**src/rtl/psubsb_seq_pkg.sv**
```systemverilog
// Shared types and constants for the packed 4x4-bit signed subtractor sequencer.
package psubsb_seq_pkg;

    typedef enum logic [1:0] {
        IDLE = 2'd0,
        BUSY = 2'd1,
        DONE = 2'd2
    } state_e;

    localparam logic [3:0] SAT_POS = 4'b0111;
    localparam logic [3:0] SAT_NEG = 4'b1000;

    // Clamp value for an overflowing lane; the sign of the minuend picks the rail.
    function automatic logic [3:0] lane_sat(input logic neg);
        return neg ? SAT_NEG : SAT_POS;
    endfunction

endpackage

```
**src/rtl/psubsb_seq_add_4b.sv**
```systemverilog
// 4-bit adder cell with carry-in; the carry-out is not needed by any user.
module add_4b (
    input  logic [3:0] a_i,
    input  logic [3:0] b_i,
    input  logic       cin_i,
    output logic [3:0] sum_o
);

    assign sum_o = a_i + b_i + {3'b000, cin_i};

endmodule

```
**src/rtl/psubsb_seq.sv**
```systemverilog
// Sequential packed subtractor: four signed 4-bit lanes processed one per cycle
// through a single shared adder, with optional per-lane saturation.
//
// state | meaning
// IDLE  | waiting for an operand pair, in_ready high
// BUSY  | one lane computed and written per cycle, lanes 0..3
// DONE  | result presented, held until out_ready
module psubsb_seq
    import psubsb_seq_pkg::*;
#(
    parameter int SAT_EN = 1
) (
    input  logic        clk,
    input  logic        rst_n,
    input  logic        in_valid,
    output logic        in_ready,
    input  logic [15:0] a,
    input  logic [15:0] b,
    output logic        out_valid,
    input  logic        out_ready,
    output logic [15:0] s,
    output logic [3:0]  v,
    output logic        busy
);

    state_e      state_q, state_d;
    logic [1:0]  lane_q;
    logic [15:0] a_q, b_q, s_q;
    logic [3:0]  v_q;

    logic        accept;
    logic [3:0]  a_lane, b_lane, diff, lane_res;
    logic        ovf;

    assign accept = in_valid && in_ready;
    assign a_lane = a_q[{lane_q, 2'b00} +: 4];
    assign b_lane = b_q[{lane_q, 2'b00} +: 4];

    // a - b as a + ~b + 1 on the one shared lane adder
    add_4b u_add (
        .a_i   (a_lane),
        .b_i   (~b_lane),
        .cin_i (1'b1),
        .sum_o (diff)
    );

    assign ovf      = (a_lane[3] != b_lane[3]) && (diff[3] != a_lane[3]);
    assign lane_res = ((SAT_EN != 0) && ovf) ? lane_sat(a_lane[3]) : diff;

    always_ff @(posedge clk) begin
        if (!rst_n) begin
            state_q <= IDLE;
        end else begin
            state_q <= state_d;
        end
    end

    always_comb begin
        state_d = state_q;
        case (state_q)
            IDLE:    if (accept) state_d = BUSY;
            BUSY:    if (lane_q == 2'd3) state_d = DONE;
            DONE:    if (out_ready) state_d = IDLE;
            default: state_d = IDLE;
        endcase
    end

    always_comb begin
        in_ready  = 1'b0;
        out_valid = 1'b0;
        busy      = 1'b0;
        case (state_q)
            IDLE:    in_ready = 1'b1;
            BUSY:    busy = 1'b1;
            DONE:    begin
                out_valid = 1'b1;
                busy      = 1'b1;
            end
            default: busy = 1'b1;
        endcase
    end

    // Result registers move only on accept (clear) and on BUSY lane writes.
    always_ff @(posedge clk) begin
        if (!rst_n) begin
            lane_q <= 2'd0;
            a_q    <= 16'h0000;
            b_q    <= 16'h0000;
            s_q    <= 16'h0000;
            v_q    <= 4'h0;
        end else begin
            case (state_q)
                IDLE: begin
                    if (accept) begin
                        a_q    <= a;
                        b_q    <= b;
                        lane_q <= 2'd0;
                        s_q    <= 16'h0000;
                        v_q    <= 4'h0;
                    end
                end
                BUSY: begin
                    s_q[{lane_q, 2'b00} +: 4] <= lane_res;
                    v_q[lane_q]               <= ovf;
                    lane_q                    <= lane_q + 2'd1;
                end
                default: ;
            endcase
        end
    end

    assign s = s_q;
    assign v = v_q;

endmodule

```
**config.mk**
```make
export PLATFORM = sky130hd
export DESIGN_NAME = psubsb_seq
export DESIGN_NICKNAME = d
export VERILOG_FILES = /design/src/rtl/psubsb_seq_pkg.sv /design/src/rtl/psubsb_seq_add_4b.sv /design/src/rtl/psubsb_seq.sv
export SDC_FILE = /design/constraint.sdc
export NUM_CORES = 1
export LEC_CHECK = 0
export BUFFER_PORTS_ARGS = -buffer_cell sky130_fd_sc_hd__buf_2
export CELL_PAD_IN_SITES_DETAIL_PLACEMENT = 1
export CELL_PAD_IN_SITES_GLOBAL_PLACEMENT = 2
export CORE_MARGIN = 1
export CORE_UTILIZATION = 32
export DETAILED_ROUTE_END_ITERATION = 8
export GPL_TIMING_DRIVEN = 0
export PLACE_DENSITY = 0.75
export SETUP_SLACK_MARGIN = 0.02
export SYNTH_ARGS = -nofsm -noshare
export SYNTH_HDL_FRONTEND = slang
export SYNTH_SLANG_ARGS = --single-unit
```
**constraint.sdc**
```tcl
create_clock -name clk -period 4.2 [get_ports clk]
set_input_delay 0.21 -clock clk [delete_from_list [all_inputs] [get_ports clk]]
set_output_delay 0.21 -clock clk [all_outputs]
set_load 0.05 [all_outputs]
```
==> impl_metrics.csv <==
group,metric,value,unit
sta,setup_viol,0,
yosys,synth_warnings,0,
power_and_ir_drop,vdd_drop_max,121.9,uV
floorplan,fp.dieW,94.07,um
floorplan,fp.dieH,94.07,um
detailed_routing,viasPerCell,4.903,
grt,grt_usage,17.39,%
power_and_ir_drop,p_comb_share,20.3,%
floorplan,ios,59,
detailed_routing,drc,0,
yosys,synthArstFlopShare,0,%
detailed_routing,drt-pass1-iter-count,4,
yosys,synth_area,2713,um^2
yosys,synth_largest_area_cell,"dfxtp_1",
cells_and_area,drive_above_1_share,22.55,%
cts,post_cts_buffers,0,
worst_setup_path,cpPeakStageDelay,0.69,ns
placed_design,routabilityCongestion,0.7473,
grt,grt_pass1_wl,11740,um
power_and_ir_drop,p_sw,351.3,uW
cts,root_buffer,"clkbuf_8",
cells_and_area,fillers,1035,
worst_setup_path,cp_top_family,"buffers and inverters",
min_path,hp-class,"input pin to flop",
floorplan,coreArea,8217,um^2
power_and_ir_drop,p_int,821.7,uW
cells_and_area,final_common_cell,"nand2_1",
worst_setup_path,worst-path-max-fanout,10,
flow_run,max_cap_violations,0,
cells_and_area,diodes,0,
worst_setup_path,slowest_stage,"mux4_1",
floorplan,initial_core_util,33.01,%
yosys,synth_cell_types,41,
worst_setup_path,cp.required,4.41,ns
placed_design,dp_hpwl,5613,um
power_and_ir_drop,power.total,1173,uW
cts,clkTransAtPathRegs,0.10,ns
worst_setup_path,critical_path.cell_chain,"buf_2 -> buf_2 -> mux4_1 -> ha_1 -> a21o_1 -> a21oi_1 -> fa_1 -> inv_1 -> nor3b_4 -> o21ai_2 -> o21ai_1",
yosys,synth_area_leaders,"dfxtp_1, nand2_1, a21boi_0",
worst_setup_path,worstSetupPathType,"flop to flop",
cts,clk_path_buf_depth,2,
detailed_routing,drt_iter0_drc,39,
sta,fin_skew,0.005162,ns
grt,grt_overflow,0,
detailed_routing,ant_nets,0,
power_and_ir_drop,power.share.clock,31.4,%
floorplan,dieArea,8849,um^2
placed_design,io_buffers,57,
yosys,yosysTopAreaCellShare,41.33,%
power_and_ir_drop,p_per_area,361.5,nW/um^2
detailed_routing,drt_wl_total,7165,um
yosys,ys_ff_latch,56,
worst_setup_path,end_kind,"flop",
worst_setup_path,crit_top_cell,"buf_2",
placed_design,dpl_cell_area,3129,um^2
cts,holdBufCountCts,0,
sta,finalHoldViolCount,0,
sta,min_period,3.627,ns
sta,fmax,0.2757,GHz
sta,worstMarginPinSlew,0.5675,ns
power_and_ir_drop,power_frac_seq,48.3,%
power_and_ir_drop,p_leak,0.001313,uW
cells_and_area,nets,412,
cts,cts_tree,"done",
worst_setup_path,crit_buf_inv,3,
cts,htree_num_levels,2,
sta,rsz0062_at_grt,"no",
detailed_routing,routed-via-count,2319,
cts,numCtsBuffers,5,
grt,grt_pass1_vias,2355,
floorplan,rows,33,
detailed_routing,detail_route.wl_per_cell,15.15,um
sta,min_period_over_period,86.35,%
yosys,postSynthCellCount,303,
yosys,synth_edf_count,0,
cells_and_area,layout_common_cells,"nand2_1, buf_2, dfxtp_1, a21boi_0, nand3_1",
yosys,syn_area_per_cell,8.952,um^2
status,status,"completed",
grt,grt_max_degree,19,
grt,antenna_found_initial,0,
yosys,synth.net_count,348,
worst_setup_path,cp.arrival,3.84,ns
cells_and_area,syn_to_final_growth,19.60,%
sta,tns,0,ns
cells_and_area,finalInstanceArea,3244,um^2
sta,drv_slew,0,
yosys,synth_ff_type,"dfxtp_1",
worst_setup_path,startpoint_type,"flop",
power_and_ir_drop,swShare,29.95,%
cts,clk_latency,0.31,ns
cts,clock-sinks,56,
cts,post_cts_resized,0,
sta,slew_headroom,62.08,%
yosys,seq_area_frac_synth,41.33,%
==> layer usage <==
metal  global-route usage [%]  part of all wire, %
met3                    3.155                  4.0
met4                    3.846                 0.52
met1                    21.22                   46
met5                        0                    0
met2                    31.51                   49
==> through the flow <==
step	std cells	util [%]	setup slack, ns	hold slack, ns
6_report	473	39.49	0.5735	0.1271
5_1_grt	473	39.49	0.3424	0.1279
4_1_cts	473	39.49	0.5080	0.1198
3_5_place_dp	465	38.08	0.5220	0.4556
3_3_place_gp	465	38.08	0.5829	0.4456
2_1_floorplan	303	-	1.110	0.3549
==> flip-flops by register name (all words and copies together), names as in the netlist <==
| register | flops |
|---|---|
| b_q | 16 |
| lane_q | 2 |
| s | 16 |
| v | 4 |
| a_q | 16 |
| state_q | 2 |
==> kinds of logic (layout without fill, tap and decap cells) <==
logic type | Yosys count | count (layout) | synth area share [%]
buffers and inverters | 31 | 96 | 4.889
xor gates and xnor gates | 1 | 1 | 0.3229
adders and majority gates | 9 | 9 | 4.705
muxes | 9 | 9 | 7.841
DFF | 56 | 56 | 41.33
and+or+nand+nor | 132 | 132 | 23.52
AOI/OAI and AO/OA | 65 | 65 | 17.39
==> cell type report <==
type / count / area, um^2 / area share, %
timing repair buffer: 57 / 285.3 / 8.793
clock inverter: 3 / 46.29 / 1.427
inverter: 12 / 45.04 / 1.388
multi-input combinational: 216 / 1459 / 44.97
sequential: 56 / 1121 / 34.55
buffer: 19 / 87.58 / 2.700
clock buffer: 5 / 68.82 / 2.121
tap: 105 / 131.4 / 4.049
==> final timing paths <==
check	start	to	slack [ns]	cells past startpoint
hold / removal	a[12]	a_q[12]$_SDFFE_PN0P_	0.13	3
hold reg to reg	s[10]$_SDFFE_PN0P_	s[10]$_SDFFE_PN0P_	0.47	2
setup / recovery	lane_q[0]$_SDFFE_PN0P_	v[2]$_SDFFE_PN0P_	0.57	11
setup reg to reg	lane_q[0]$_SDFFE_PN0P_	v[2]$_SDFFE_PN0P_	0.57	11
==> worst reg2reg max path: cells and delay by family, from the launching register on <==
kind,cells,cell delay [ns]
flops,1,0.36
compound gates,4,0.70
simple gates,1,0.09
buf+inv,3,0.85
fa+ha+maj,2,0.81
mux,1,0.69
==> power groups by stage <==
stage                     sequential (uW)  clock (uW)  combinational (uW)
after detailed placement              580           0                 242
after CTS                             567         382                 243
after global routing                  570         399                 264
after global placement                578           0                 238
final                                 567         368                 238
after floorplan                       586           0                 157
==> Yosys cell counts (all sizes together) (3+ instances only) <==
| library cell | instances |
|---|---|
| nand3 | 16 |
| a21boi | 33 |
| ha | 7 |
| dfxtp | 56 |
| nor3b | 3 |
| nand4 | 6 |
| o21ai | 11 |
| a21o | 5 |
| nor2 | 7 |
| or3 | 3 |
| a22oi | 4 |
| clkbuf | 11 |
| mux4 | 8 |
| nand2 | 77 |
| nor2b | 9 |
| nand2b | 4 |
| o211ai | 4 |
| inv | 12 |
| buf | 8 |
| o31ai | 4 |
Power figures use the tool's default switching activity.
